==> src/rtl/serializer_pkg.sv <==
// Shared types and sizing helpers for the parallel-to-serial transmitter.
package serializer_pkg;

    typedef enum logic {
        IDLE  = 1'b0,
        SHIFT = 1'b1
    } ser_state_t;

    // Bit-counter width for a word of the given size; never narrower than one bit.
    function automatic int unsigned cnt_width(input int unsigned width);
        return (width > 2) ? $clog2(width) : 1;
    endfunction

endpackage

==> src/rtl/bit_counter.sv <==
// Loadable up-counter that saturates at MAX_COUNT and flags the terminal count.
module bit_counter
    import serializer_pkg::*;
#(
    parameter int unsigned MAX_COUNT = 7,
    parameter int unsigned CW        = cnt_width(MAX_COUNT + 1)
) (
    input  logic clk,
    input  logic reset,
    input  logic clear,
    input  logic en,
    output logic tc
);

    logic [CW-1:0] count_q;

    always_ff @(posedge clk or negedge reset) begin
        if (!reset) begin
            count_q <= '0;
        end else if (clear) begin
            count_q <= '0;
        end else if (en && !tc) begin
            count_q <= count_q + CW'(1);
        end
    end

    assign tc = (count_q == CW'(MAX_COUNT));

endmodule

==> src/rtl/p2s_serializer.sv <==
// Parallel-to-serial transmitter: valid/ready word intake, one bit per clock out,
// with back-to-back words when a new word arrives during the last-bit cycle.
module p2s_serializer
    import serializer_pkg::*;
#(
    parameter int unsigned WIDTH     = 8,
    parameter bit          MSB_FIRST = 1'b1
) (
    input  logic             clk,
    input  logic             reset,
    input  logic [WIDTH-1:0] data_i,
    input  logic             valid_i,
    output logic             ready_o,
    output logic             serial_o,
    output logic             serial_valid_o,
    output logic             last_o,
    output logic             busy_o
);

    localparam int unsigned CW = cnt_width(WIDTH);

    generate
        if (WIDTH < 2 || WIDTH > 32) begin : g_bad_width
            $error("p2s_serializer: WIDTH must be in 2..32");
        end
    endgenerate

    ser_state_t       state_q;
    ser_state_t       state_d;
    logic [WIDTH-1:0] shreg_q;
    logic             tc;
    logic             accept;
    logic             out_bit;

    assign accept  = valid_i && ready_o;
    assign out_bit = MSB_FIRST ? shreg_q[WIDTH-1] : shreg_q[0];

    always_ff @(posedge clk or negedge reset) begin
        if (!reset) begin
            state_q <= IDLE;
        end else begin
            state_q <= state_d;
        end
    end

    // A handshake in the last-bit cycle keeps us in SHIFT with no bubble.
    always_comb begin
        state_d = state_q;
        case (state_q)
            IDLE:    if (accept)       state_d = SHIFT;
            SHIFT:   if (tc && !accept) state_d = IDLE;
            default: state_d = IDLE;
        endcase
    end

    always_comb begin
        ready_o        = 1'b0;
        busy_o         = 1'b0;
        serial_valid_o = 1'b0;
        last_o         = 1'b0;
        serial_o       = 1'b0;
        if (state_q == IDLE) begin
            ready_o = 1'b1;
        end else begin
            ready_o        = tc;
            busy_o         = 1'b1;
            serial_valid_o = 1'b1;
            last_o         = tc;
            serial_o       = out_bit;
        end
    end

    // Zeros are shifted in, so the register drains to 0 after the last bit.
    always_ff @(posedge clk or negedge reset) begin
        if (!reset) begin
            shreg_q <= '0;
        end else if (accept) begin
            shreg_q <= data_i;
        end else if (state_q == SHIFT) begin
            if (MSB_FIRST) begin
                shreg_q <= {shreg_q[WIDTH-2:0], 1'b0};
            end else begin
                shreg_q <= {1'b0, shreg_q[WIDTH-1:1]};
            end
        end
    end

    bit_counter #(
        .MAX_COUNT (WIDTH - 1),
        .CW        (CW)
    ) u_bit_counter (
        .clk   (clk),
        .reset (reset),
        .clear (accept || (state_q == SHIFT && tc)),
        .en    (state_q == SHIFT),
        .tc    (tc)
    );

endmodule
==> config.mk <==
export PLATFORM = sky130hd
export DESIGN_NAME = p2s_serializer
export DESIGN_NICKNAME = d
export VERILOG_FILES = /design/src/rtl/serializer_pkg.sv /design/src/rtl/bit_counter.sv /design/src/rtl/p2s_serializer.sv
export SDC_FILE = /design/constraint.sdc
export NUM_CORES = 1
export LEC_CHECK = 0
export CAP_MARGIN = 20
export CORE_AREA = 8 8 45 47
export CTS_BUF_LIST = sky130_fd_sc_hd__clkbuf_2 sky130_fd_sc_hd__clkbuf_4 sky130_fd_sc_hd__clkbuf_8
export DETAILED_ROUTE_END_ITERATION = 12
export DIE_AREA = 0 0 53 55
export PLACE_DENSITY_LB_ADDON = 0.05
export SYNTH_ARGS = -nofsm -noshare
export SYNTH_HDL_FRONTEND = slang
export SYNTH_SLANG_ARGS = --single-unit
==> constraint.sdc <==
create_clock -name clk -period 2.7 [get_ports clk]
set_clock_uncertainty 0.15 [all_clocks]
set_input_delay 0.675 -clock clk [delete_from_list [all_inputs] [get_ports clk]]
set_output_delay 0.675 -clock clk [all_outputs]
set_load 0.02 [all_outputs]
==> impl_metrics.py <==
metrics = {
    "pwr": {
        "clkPwrFrac_pct": 19.1,
        "p_leak_uw": 0.000367,
        "ir_worst_vdd_mv": 0.580,
        "sequentialPowerShare_pct": 38.7,
        "internal_power_uw": 492,
        "p_sw_uw": 264,
        "switching_share_pct": 34.9,
        "p_comb_share_pct": 42.2,
        "power_density_nw_per_um2": 966,
    },
    "logic_synthesis": {
        "ys_ff_latch": 12,
        "synth_common_cells": "dfrtp_1, nand2_1, a32oi_1, nand3_1",
        "yosys_warnings": 0,
        "asyncSetResetFlopFracSynth_pct": 100,
        "synth_edf_count": 0,
        "ys.flop_type": "dfrtp_1",
        "yosysMostFrequentCell": "dfrtp_1",
        "syn_nets": 65,
        "ys_seq_area_share_pct": 50.7,
        "syn_area_um2": 592,
        "synthCells": 52,
        "synthTopCellsByArea": "dfrtp_1, a32oi_1, nand3_1",
        "syn_area_per_cell_um2": 11.4,
        "synth.top_cell.area_share_pct": 50.7,
        "ys_types": 22,
        "yosys.area.top_type": "dfrtp_1",
    },
    "clock_tree": {
        "h-tree-depth": 1,
        "cts.path.max_buffers": 2,
        "clockRootBuffer": "clkbuf_4",
        "cts.sinks": 12,
        "worstSkewPairLatency_ns": 0.27,
        "path_clk_slew_ns": 0.08,
        "cts_buffers": 3,
        "cts_tree": "done",
    },
    "critical_path": {
        "arrival_ns": 1.78,
        "critPathMaxFanout": 4,
        "crit_required_ns": 1.88,
        "cp-start-kind": "flop",
        "r2r_slack_ns": 1.11,
        "r2r_cells": 6,
        "path_class": "reg2out",
        "rr_endpoint": "shreg_q[1]",
        "end_kind": "primary output",
        "r2r-start": "u_bit_counter.count_q[0]",
    },
    "detailed_routing": {
        "wl_um": 1220,
        "post-route-drc-count": 0,
        "wl_per_cell_um": 14.3,
        "firstDrtPassIters": 4,
        "vias": 446,
        "detail-route-antenna-nets": 0,
        "drtIter0Drc": 8,
        "viasPerCell": 5.25,
    },
    "die": {
        "fp-row-count": 14,
        "fp.dieW_um": 53,
        "die_y_um": 55,
        "initial_utilization_pct": 42.8,
        "die-area_um2": 2920,
        "io_pins": 16,
        "fp.coreArea_um2": 1380,
    },
    "sta": {
        "setup-violations-final": 0,
        "worst_slew_pin_slew_ns": 0.580,
        "period_share_pct": 96.6,
        "whs_ns": 0.332,
        "tns_ns": 0,
        "drv_slew": 0,
        "timing.slew.headroom_pct": 61.2,
        "rsz0062_at_grt": "no",
        "hold_viol": 0,
        "fmax_mhz": 383,
        "period_minus_slack_ns": 2.61,
    },
    "finish": {
        "nets": 83,
        "fin_cells": 85,
        "area_delta_synth_final_pct": 32.3,
        "antenna_cells": 0,
        "n_fill_cell": 119,
        "drive_gt1_share_pct": 17.4,
    },
    "min_path": {
        "worstHoldPathType": "reg2reg",
        "min_from": "shreg_q[3]",
        "min_to": "shreg_q[3]",
        "hold_path_depth": 2,
    },
    "grt": {
        "grt_max_degree": 14,
        "antenna_found_initial": 0,
        "grt_pass1_vias": 486,
        "grt_overflow_total": 0,
        "grt_usage_pct": 9.51,
        "grt_pass1_wl_um": 2040,
    },
    "outcome": {
        "status": "finished clean",
    },
    "placed_design": {
        "place_inst": 81,
        "hpwl_um": 910,
        "portBuffers": 15,
        "gp_congestion": 0.651,
    },
    "run": {
        "cap_violations": 0,
    },
}
==> worst max-delay path, stage by stage, from the launching register on <==
cell and delay, ns:
dfrtp_1 0.40, ha_1 0.20, ha_2 0.21, and2_1 0.16
clkdlybuf4s50_1 0.53
==> final cells by class <==
type / instances / area (um^2) / area share, %
sequential: 12 / 300 / 38.3
multi-input combinational: 36 / 264 / 33.7
timing repair buffer: 16 / 156 / 20.0
clock buffer: 4 / 36.3 / 4.63
tap: 16 / 20.0 / 2.56
inverter: 1 / 6.26 / 0.799
==> how the worst max path moves through the flow <==
stage,from,end,slack (ns),depth (start not counted)
after floorplan,u_bit_counter.count_q[0],last_o,0.81,3
after global placement,u_bit_counter.count_q[0],ready_o,0.24,5
after detailed placement,u_bit_counter.count_q[0],ready_o,0.23,5
after CTS,u_bit_counter.count_q[0],last_o,0.008,4
after global routing,u_bit_counter.count_q[0],last_o,0.004,4
final,u_bit_counter.count_q[0],last_o,0.09,4
==> logic make-up after synthesis <==
logic type / after synthesis / share of synthesized area [%]
simple gates: 21 / 20.5
compound gates: 13 / 19.5
flops: 12 / 50.7
buf+inv: 4 / 5.07
fa+ha+maj: 2 / 4.23
==> state kept, by name, indices dropped and copies added (netlist names) <==
signal                 cells
shreg_q                    8
u_bit_counter.count_q      3
state_q                    1
==> cells in the final DEF, fill, tap and decap left out <==
| cell | count |
|---|---|
| clkdlybuf4s50_1 | 14 |
| dfrtp_1 | 12 |
| nand2_1 | 7 |
| nand3_1 | 6 |
| a32oi_1 | 6 |
| clkbuf_4 | 3 |
| and2_1 | 2 |
| a22o_1 | 2 |
| nor2b_4 | 1 |
| inv_4 | 1 |
| nand2b_1 | 1 |
| nand2_4 | 1 |
| nor2_4 | 1 |
| nor2b_1 | 1 |
| a211oi_1 | 1 |
| a21bo_2 | 1 |
| o22ai_2 | 1 |
| nor2_1 | 1 |
| a32o_1 | 1 |
| o21ai_1 | 1 |
| ha_1 | 1 |
| ha_2 | 1 |
| clkbuf_8 | 1 |
| dlygate4sd2_1 | 1 |
| buf_4 | 1 |
==> power groups by stage <==
| stage | combinational [uW] | clock [uW] | sequential [uW] |
|---|---|---|---|
| global placement | 325 | 0 | 293 |
| CTS | 324 | 149 | 292 |
| global route | 355 | 157 | 299 |
| finish | 319 | 145 | 292 |
| detailed placement | 329 | 0 | 295 |
| floorplan | 224 | 0 | 290 |
==> per-stage QoR <==
step                util (%)  setup WS (ns)  total power [uW]  area (um^2)
finish                  56.6         0.0907               756          783
global route            56.6        0.00429               811          783
CTS                     56.4        0.00787               764          781
detailed placement      53.9          0.225               624          746
global placement        53.9          0.244               618          746
floorplan                  -          0.810               514          592
==> per-layer routing <==
layer	GRT usage [%]	part of all wire, %
met1	9.89	45
met5	0	0
met4	5.17	0.99
met3	3.74	7.1
met2	16.2	46
==> what timing repair did <==
item / CTS / global route
endpoints found under the setup margin: 1 / 1
buffers inserted: 0 / 0
gates resized for setup: 1 / 1
hold buffers: 0 / 0
Note: power is estimated with default switching activity, not from simulation.
